**config.mk**
```make
export PLATFORM = sky130hd
export DESIGN_NAME = spike_rate_encoder
export DESIGN_NICKNAME = d
export VERILOG_FILES = /design/src/rtl/spike_rate_encoder.sv
export SDC_FILE = /design/constraint.sdc
export NUM_CORES = 1
export LEC_CHECK = 0
export ABC_AREA = 1
export BUFFER_PORTS_ARGS = -buffer_cell sky130_fd_sc_hd__buf_4
export CORE_ASPECT_RATIO = 0.9
export CORE_MARGIN = 2
export CORE_UTILIZATION = 50
export CTS_CLUSTER_DIAMETER = 200
export DETAILED_ROUTE_END_ITERATION = 16
export MAX_ROUTING_LAYER = met4
export PLACE_DENSITY = 0.67
export SKIP_CTS_REPAIR_TIMING = 1
export SYNTH_ARGS = -nofsm -noshare
export SYNTH_HDL_FRONTEND = slang
export SYNTH_SLANG_ARGS = --single-unit
```
**constraint.sdc**
```tcl
create_clock -name clk -period 2.2 [get_ports clk]
set_clock_uncertainty 0.15 [all_clocks]
set_input_delay 0.22 -clock clk [delete_from_list [all_inputs] [get_ports clk]]
set_output_delay 0.22 -clock clk [all_outputs]
set_load 0.005 [all_outputs]
```
**src/rtl/spike_rate_encoder.sv**
```systemverilog
// Rate-coded spike source for the neuron input bus: holds one intensity per channel,
// then emits LFSR-driven Bernoulli spike trains for a fixed presentation window.
module spike_rate_encoder #(
    parameter int         CHANNELS = 9,
    parameter int         WINDOW   = 16,
    parameter logic [7:0] SEED     = 8'hA5
) (
    input  logic                clk,
    input  logic                reset,
    input  logic [7:0]          load_data,
    input  logic                load_valid,
    output logic                load_ready,
    input  logic                start,
    input  logic                learn_in,
    output logic [0:CHANNELS-1] spikes,
    output logic                learn,
    output logic                busy,
    output logic                done
);

    localparam int IDX_W = (CHANNELS > 1) ? $clog2(CHANNELS) : 1;

    typedef enum logic [1:0] {LOAD, ARMED, RUN, DONE} state_t;

    state_t              state;
    logic [IDX_W-1:0]    idx;
    logic [7:0]          intensity [CHANNELS];
    logic [7:0]          lfsr;
    logic [7:0]          lfsr_next;
    logic [7:0]          step;
    logic [0:CHANNELS-1] spike_next;
    logic                beat;

    // Each channel sees a different rotation of the shared LFSR to decorrelate neighbours.
    function automatic logic [7:0] rotl8(input logic [7:0] v, input logic [2:0] n);
        logic [15:0] d;
        d = {v, v};
        return d[4'd15 - {1'b0, n} -: 8];
    endfunction

    assign lfsr_next  = {lfsr[6:0], lfsr[7] ^ lfsr[5] ^ lfsr[4] ^ lfsr[3]};
    assign load_ready = (state == LOAD) || (state == ARMED);
    assign beat       = load_valid && load_ready;
    assign learn      = learn_in && (state == RUN);

    always_comb begin
        spike_next = '0;
        for (int i = 0; i < CHANNELS; i++) begin
            spike_next[i] = intensity[i] > rotl8(lfsr, 3'(i % 8));
        end
    end

    always_ff @(posedge clk) begin
        if (reset) begin
            state  <= LOAD;
            idx    <= '0;
            lfsr   <= SEED;
            step   <= '0;
            spikes <= '0;
            busy   <= 1'b0;
            done   <= 1'b0;
            for (int i = 0; i < CHANNELS; i++) begin
                intensity[i] <= '0;
            end
        end else begin
            done <= 1'b0;
            case (state)
                LOAD: begin
                    if (beat) begin
                        intensity[idx] <= load_data;
                        if (idx == IDX_W'(CHANNELS - 1)) begin
                            idx   <= '0;
                            state <= ARMED;
                        end else begin
                            idx <= idx + 1'b1;
                        end
                    end
                end
                ARMED: begin
                    // A load beat restarts the pattern and takes priority over start.
                    if (beat) begin
                        intensity[0] <= load_data;
                        idx          <= IDX_W'(1);
                        state        <= LOAD;
                    end else if (start) begin
                        state  <= RUN;
                        spikes <= spike_next;
                        lfsr   <= lfsr_next;
                        step   <= 8'd1;
                        busy   <= 1'b1;
                    end
                end
                RUN: begin
                    if (step == 8'(WINDOW)) begin
                        spikes <= '0;
                        busy   <= 1'b0;
                        done   <= 1'b1;
                        step   <= '0;
                        state  <= DONE;
                    end else begin
                        spikes <= spike_next;
                        lfsr   <= lfsr_next;
                        step   <= step + 8'd1;
                    end
                end
                DONE: begin
                    state <= ARMED;
                end
                default: begin
                    state <= LOAD;
                end
            endcase
        end
    end

endmodule

```
==> results of run 1 <==
[worst max path at each step]
stage / end / slack, ps / cells past startpoint
floorplan: intensity[4][0] / 180 / 10
global placement: intensity[7][1] / 160 / 10
detailed placement: intensity[5][3] / 100 / 10
CTS: intensity[5][1] / 90 / 10
global route: lfsr[0] / 8 / 12
finish: intensity[3][0] / 140 / 9
[flip-flops by register name, indices dropped and copies added (netlist names)]
name / count
spikes: 9
intensity: 72
lfsr: 8
idx: 4
done: 1
state: 2
busy: 1
step: 8
[synthesized netlist by cell type (2+ instances only)]
cell type  count
a21oi_1       48
buf_2          2
clkbuf_1       3
clkinv_1       8
dfxtp_1       33
edfxtp_1      72
ha_1          79
inv_1         60
inv_2          2
nand2_1      142
nand2_2        5
nand2_4        8
nand3_1        9
nand3_2        2
nand4_1        4
nor2_1       107
nor2_2         6
nor2_4         3
nor3_1         3
nor3b_1        4
o211ai_1       4
o21a_1        10
o21ai_0       10
o21bai_1       9
xnor2_1        2
xor2_1         4
[through the flow]
step	instances	power [mW]	setup slack (ps)	hold WS [ps]
floorplan	646	4.84	177	284
global placement	836	5.66	157	305
detailed placement	836	5.80	104	310
CTS	852	7.45	90.7	-10.8
global route	853	8.00	8.09	110
finish	853	7.42	144	84.6
[power by group through the flow]
| stage | Sequential (mW) | Clock [mW] | Combinational [mW] |
|---|---|---|---|
| 2_1_floorplan | 2.55 | 0 | 2.29 |
| 3_3_place_gp | 2.58 | 0 | 3.08 |
| 3_5_place_dp | 2.59 | 0 | 3.21 |
| 4_1_cts | 2.55 | 1.66 | 3.24 |
| 5_1_grt | 2.58 | 1.72 | 3.70 |
| 6_report | 2.55 | 1.64 | 3.23 |
[layer usage]
metal,global-route usage,vias to the layer above
met5,-,-
met4,0.0502,0
met3,0.0434,11
met2,0.386,89
met1,0.287,2068
li1,-,2231
[tightest hold or removal path: cells and delay by family]
| kind | cells | cell delay [ps] |
|---|---|---|
| AND/OR/NAND/NOR | 2 | 150 |
| AO/OA/AOI/OAI | 1 | 60 |
| buffers and inverters | 1 | 120 |
[logic make-up after synthesis]
logic type / Yosys count / share of synthesized area
XOR/XNOR: 6 / 0.00884
buffers and inverters: 78 / 0.0520
flip-flops: 105 / 0.475
AO/OA/AOI/OAI: 83 / 0.0804
adder cells (fa/ha/maj): 79 / 0.166
AND/OR/NAND/NOR: 295 / 0.217
[layout make-up]
| cell class | instances | area (sq um) |
|---|---|---|
| Tap cell | 156 | 195 |
| Clock inverter | 6 | 66.3 |
| Sequential cell | 105 | 2820 |
| Fill cell | 1031 | 4790 |
| Multi-Input combinational cell | 463 | 2830 |
| Clock buffer | 10 | 239 |
| Timing Repair Buffer | 42 | 318 |
| Inverter | 71 | 269 |
==> summary.txt, run 1 <==
Power and ir drop
  • Switching power: 2.98 mW
  • Pleak: 3.13 nW
  • Flop pwr share: 0.343
  • Gate power share: 0.435
  • Sw Ratio: 0.401
  • Pwr Density: roughly 1100 nW/um^2
  • Internal power: 4.45 mW
  • Clock power share: 0.222
  • Peak supply drop: around 0.7 mV

Floorplan
  • Die Wd: roughly 120 microns
  • Rows: 37
  • Die Y-Extent: 107 microns
  • Core area: around 12000 sq um
  • Die area: 12800 sq um
  • I/O pin total: 26
  • Starting Density: 0.516

Worst setup path
  • Worst r2r src: state[1]
  • Most frequent CP cell: nand2_4
  • Top delay family on crit path: simple AND/OR/NAND/NOR gates
  • Crit-path max cell delay: between 300 and 400 ps
  • Crit-path cells: inv_1 -> ha_1 -> inv_2 -> nand2_4 -> nand2_4 -> nor2_8 -> o21a_1 -> nand2_2 -> nand2_1
  • Startpoint types: flop
  • Critical path class: reg -> reg
  • Reg-to-Reg End: intensity[3][0]
  • Critical path buffers and inverters: 2
  • Setup slack, reg-to-reg: approximately 140 ps
  • Worst setup path start: state[1]
  • CP max-delay cell: dfxtp_1
  • Setup crit end kind: flop
  • Worst EP required: 2070 ps
  • CP max FO: 8
  • CP arrival: 1930 ps
  • Cell count of the worst reg-to-reg path: 9

CTS
  • Clk Latency, worst-skew pair: between 300 and 400 ps
  • CTS tree: done
  • Max clock buf depth: 2
  • Clk root buf: clkbuf_16
  • H-tree levels: 3
  • Total CTS buffers: 9
  • Reg clk slew, reported paths: 70 ps
  • Clock sinks: ~110

Logic synthesis
  • EDFF count, synth: 72
  • Yosys top cell area share: 0.364
  • Post-Syn Nets: approximately 740
  • Register area share after synthesis: 0.475
  • Syn Std Cell Area: slightly below 6000 sq um
  • Synth warn: 0
  • Gate Count Post-Synth: 646
  • Prevailing post-synth register cell: edfxtp_1
  • Area contributors post-synth: edfxtp_1, ha_1, dfxtp_1
  • Synthesized area per cell: 9.20 sq um
  • Unique masters post-synth: 33
  • Area leader, netlist: edfxtp_1
  • Asr flop ratio synth: 0
  • Yosys reg bits: approximately 110

STA
  • Total negative slack: 0 ps
  • Final setup vio count: 0
  • Final worst-path cycle share: 0.935
  • Final number of max-transition violations: 0
  • Peak Freq: 0.486 GHz
  • Final hold violations: 0
  • Crit path time final: just over 2000 ps
  • RSZ-0062 raised after global routing: no
  • Slew @ Worst Pin: roughly 600 ps
  • Max-slew headroom: 0.600

Final layout
  • Post-route cell area: between 6000 and 7000 sq um
  • Synth-to-Final Area Change: 13.4%
  • Most frequent cells in the layout: nand2_1, nor2_1, ha_1
  • Ratio of cells with drive above 1 in the final layout: 0.135
  • Most common cell after layout, fill and taps aside: nand2_1
  • Final net count: ~800
  • Ant diodes: 0
  • Final core utilization: 0.585

Route
  • Met3 wire length: 553 microns
  • Drt wl/cell: ~16 microns
  • First-iteration detailed-routing DRC count: 250
  • Drc violations: 0
  • Via density: roughly 5.2
  • Post-route ant nets: 0
  • Via count: approximately 4400
  • DR WL met2: ~6500 microns
  • Highest metal used: met4
  • M1 wire length: 6140 microns
  • TritonRoute pass-1 iters: 5
  • Routed Wire Length: about 13000 microns

Placement
  • Port Buffer Count: 25
  • HPWL Detailed: 9530 microns
  • Final Wtd Congestion: around 0.82
  • Placed Area: between 6000 and 7000 sq um

Worst hold path
  • Hold path depth: 4
  • Hold EP: idx[1]
  • HP Start: load_valid
  • Worst Hold Class: in -> reg

GRT
  • Largest net degree at the start of global routing: 25
  • Global-route wire length before repair: around 21000 microns
  • Number of global-route vias before repair: 4281
  • Initial antenna violation count: 0
  • Remaining Overflow, GRT: 0
  • GRT Total Usage: 0.228

Flow run
  • Max-cap violation count: 0

Outcome
  • Outcome: completed
(Power assumes the default switching activity.)
==> inputs of run 2 (changes only) <==
Settings changed: MAX_ROUTING_LAYER met4 to default.
==> summary.txt, run 2 (same netlist as run 1, synthesis figures left out) <==
Outcome
  • Outcome: completed

STA
  • Peak Freq: 0.486 GHz (about the same)
  • Final worst-path cycle share: 0.935 (about the same)
  • Final number of max-transition violations: 0 (unchanged)
  • Final hold violations: 0 (unchanged)
  • RSZ-0062 raised after global routing: no
  • Final setup vio count: 0 (unchanged)
  • Slew @ Worst Pin: 595 ps (-5.41 ps)
  • Crit path time final: 2060 ps (+0.338 ps)
  • Total negative slack: 0 ps (unchanged)
  • Max-slew headroom: 0.603 (+0.00361)

Floorplan
  • I/O pin total: 26 (unchanged)
  • Rows: 37 (unchanged)
  • Starting Density: 0.516 (unchanged)
  • Die Y-Extent: 107 microns (unchanged)
  • Die area: 12800 sq um (unchanged)
  • Die Wd: 119 microns (unchanged)
  • Core area: 11500 sq um (unchanged)

Final layout
  • Final net count: 784 (unchanged)
  • Ratio of cells with drive above 1 in the final layout: 0.135 (unchanged)
  • Max reg flops: 72 (unchanged)
  • Largest Register: intensity
  • Ant diodes: 0 (unchanged)
  • Most frequent cells in the layout: nand2_1, nor2_1, ha_1
  • Top Registers: intensity (72), spikes (9)
  • Finished Layout Cells: 853 (unchanged)
  • Synth-to-Final Area Change: 13.4% (unchanged)
  • Most common cell after layout, fill and taps aside: nand2_1

Route
  • Drt wl/cell: 15.7 microns (-0.22%)
  • TritonRoute pass-1 iters: 5 (unchanged)
  • First-iteration detailed-routing DRC count: 247 (-1.2%)
  • Via count: 4399 (unchanged)
  • Routed Wire Length: 13400 microns (-0.22%)
  • Post-route ant nets: 0 (unchanged)
  • Via density: 5.16 (unchanged)
  • Drc violations: 0 (unchanged)

Power and ir drop
  • Pwr Density: 1100 nW/um^2 (about the same)
  • Power consumption: 7.42 mW (about the same)
  • Pleak: 3.13 nW (unchanged)
  • Peak supply drop: 0.690 mV (-0.12%)

GRT
  • Largest net degree at the start of global routing: 25 (unchanged)
  • GRT Total Usage: 0.222 (-0.00631)
  • Number of global-route vias before repair: 4278 (-0.070%)
  • Initial antenna violation count: 0 (unchanged)
  • Remaining Overflow, GRT: 0 (unchanged)
  • Global-route wire length before repair: 21500 microns (about the same)

CTS
  • Clk Latency, worst-skew pair: 350 ps (about the same)
  • CTS tree: done
  • Clock sinks: 105 (unchanged)
  • H-tree levels: 3 (unchanged)
  • Total CTS buffers: 9 (unchanged)
  • Max clock buf depth: 2 (unchanged)
  • Reg clk slew, reported paths: 70 ps (about the same)
  • Clk root buf: clkbuf_16

Worst setup path
  • CP max FO: 8 (unchanged)
  • Worst EP required: 2070 ps (about the same)
  • Setup crit end kind: flop
  • CP arrival: 1930 ps (about the same)
  • Critical path class: reg -> reg
  • Startpoint types: flop

Placement
  • HPWL Detailed: 9530 microns (unchanged)
  • Placed insts: 836 (unchanged)
  • Final Wtd Congestion: 0.804 (-1.4%)
  • Port Buffer Count: 25 (unchanged)

Worst hold path
  • Worst Hold Class: in -> reg

Flow run
  • Max-cap violation count: 0 (unchanged)
-- run 2: cell counts in the layout (fill, tap and decap cells not counted) --
Identical to the previous run, type by type.
-- run 2: worst paths after layout --
kind | cells after the start | endpoint | start | slack, ps
max | 9 | intensity[3][0] | state[1] | 140
min | 4 | idx[1] | load_valid | 80
max reg2reg | 9 | intensity[3][0] | state[1] | 140
min reg2reg | 2 | busy | busy | 310
-- run 2: final cells by class --
type | count | area [sq um]
Fill cell | 1031 | 4790
Tap cell | 156 | 195
Clock buffer | 10 | 239
Timing Repair Buffer | 42 | 318
Multi-Input combinational cell | 463 | 2830
Inverter | 71 | 269
Sequential cell | 105 | 2820
Clock inverter | 6 | 66.3
-- run 2: worst max-delay path: stages, from the launching register on --
cell and delay [ps]:
dfxtp_1 320, inv_1 90, ha_1 240, inv_2 70, nand2_4 70, nand2_4 70, nor2_8 100, o21a_1 260
nand2_2 90, nand2_1 270
-- run 2: per-layer routing --
| layer | track usage | routed length, microns |
|---|---|---|
| met5 | 0 | 0 |
| met4 | 0.0502 | 178 |
| met1 | 0.287 | 6210 |
| met3 | 0.0434 | 466 |
| met2 | 0.386 | 6550 |
-- run 2: report_power, final --
part           switching [mW]  leakage (nW)  total (mW)  internal (mW)
registers               0.172          1.01        2.55           2.38
logic                    2.08          1.97        3.23           1.16
clock network           0.726         0.141        1.64          0.915
-- run 2: metrics by stage --
stage	setup slack, ps	area [sq um]	util	hold slack (ps)
floorplan	177	5940	-	284
global placement	157	6410	0.556	305
detailed placement	104	6410	0.556	310
CTS	90.7	6710	0.582	-10.8
global route	8.09	6740	0.585	110
finish	144	6740	0.585	84.4
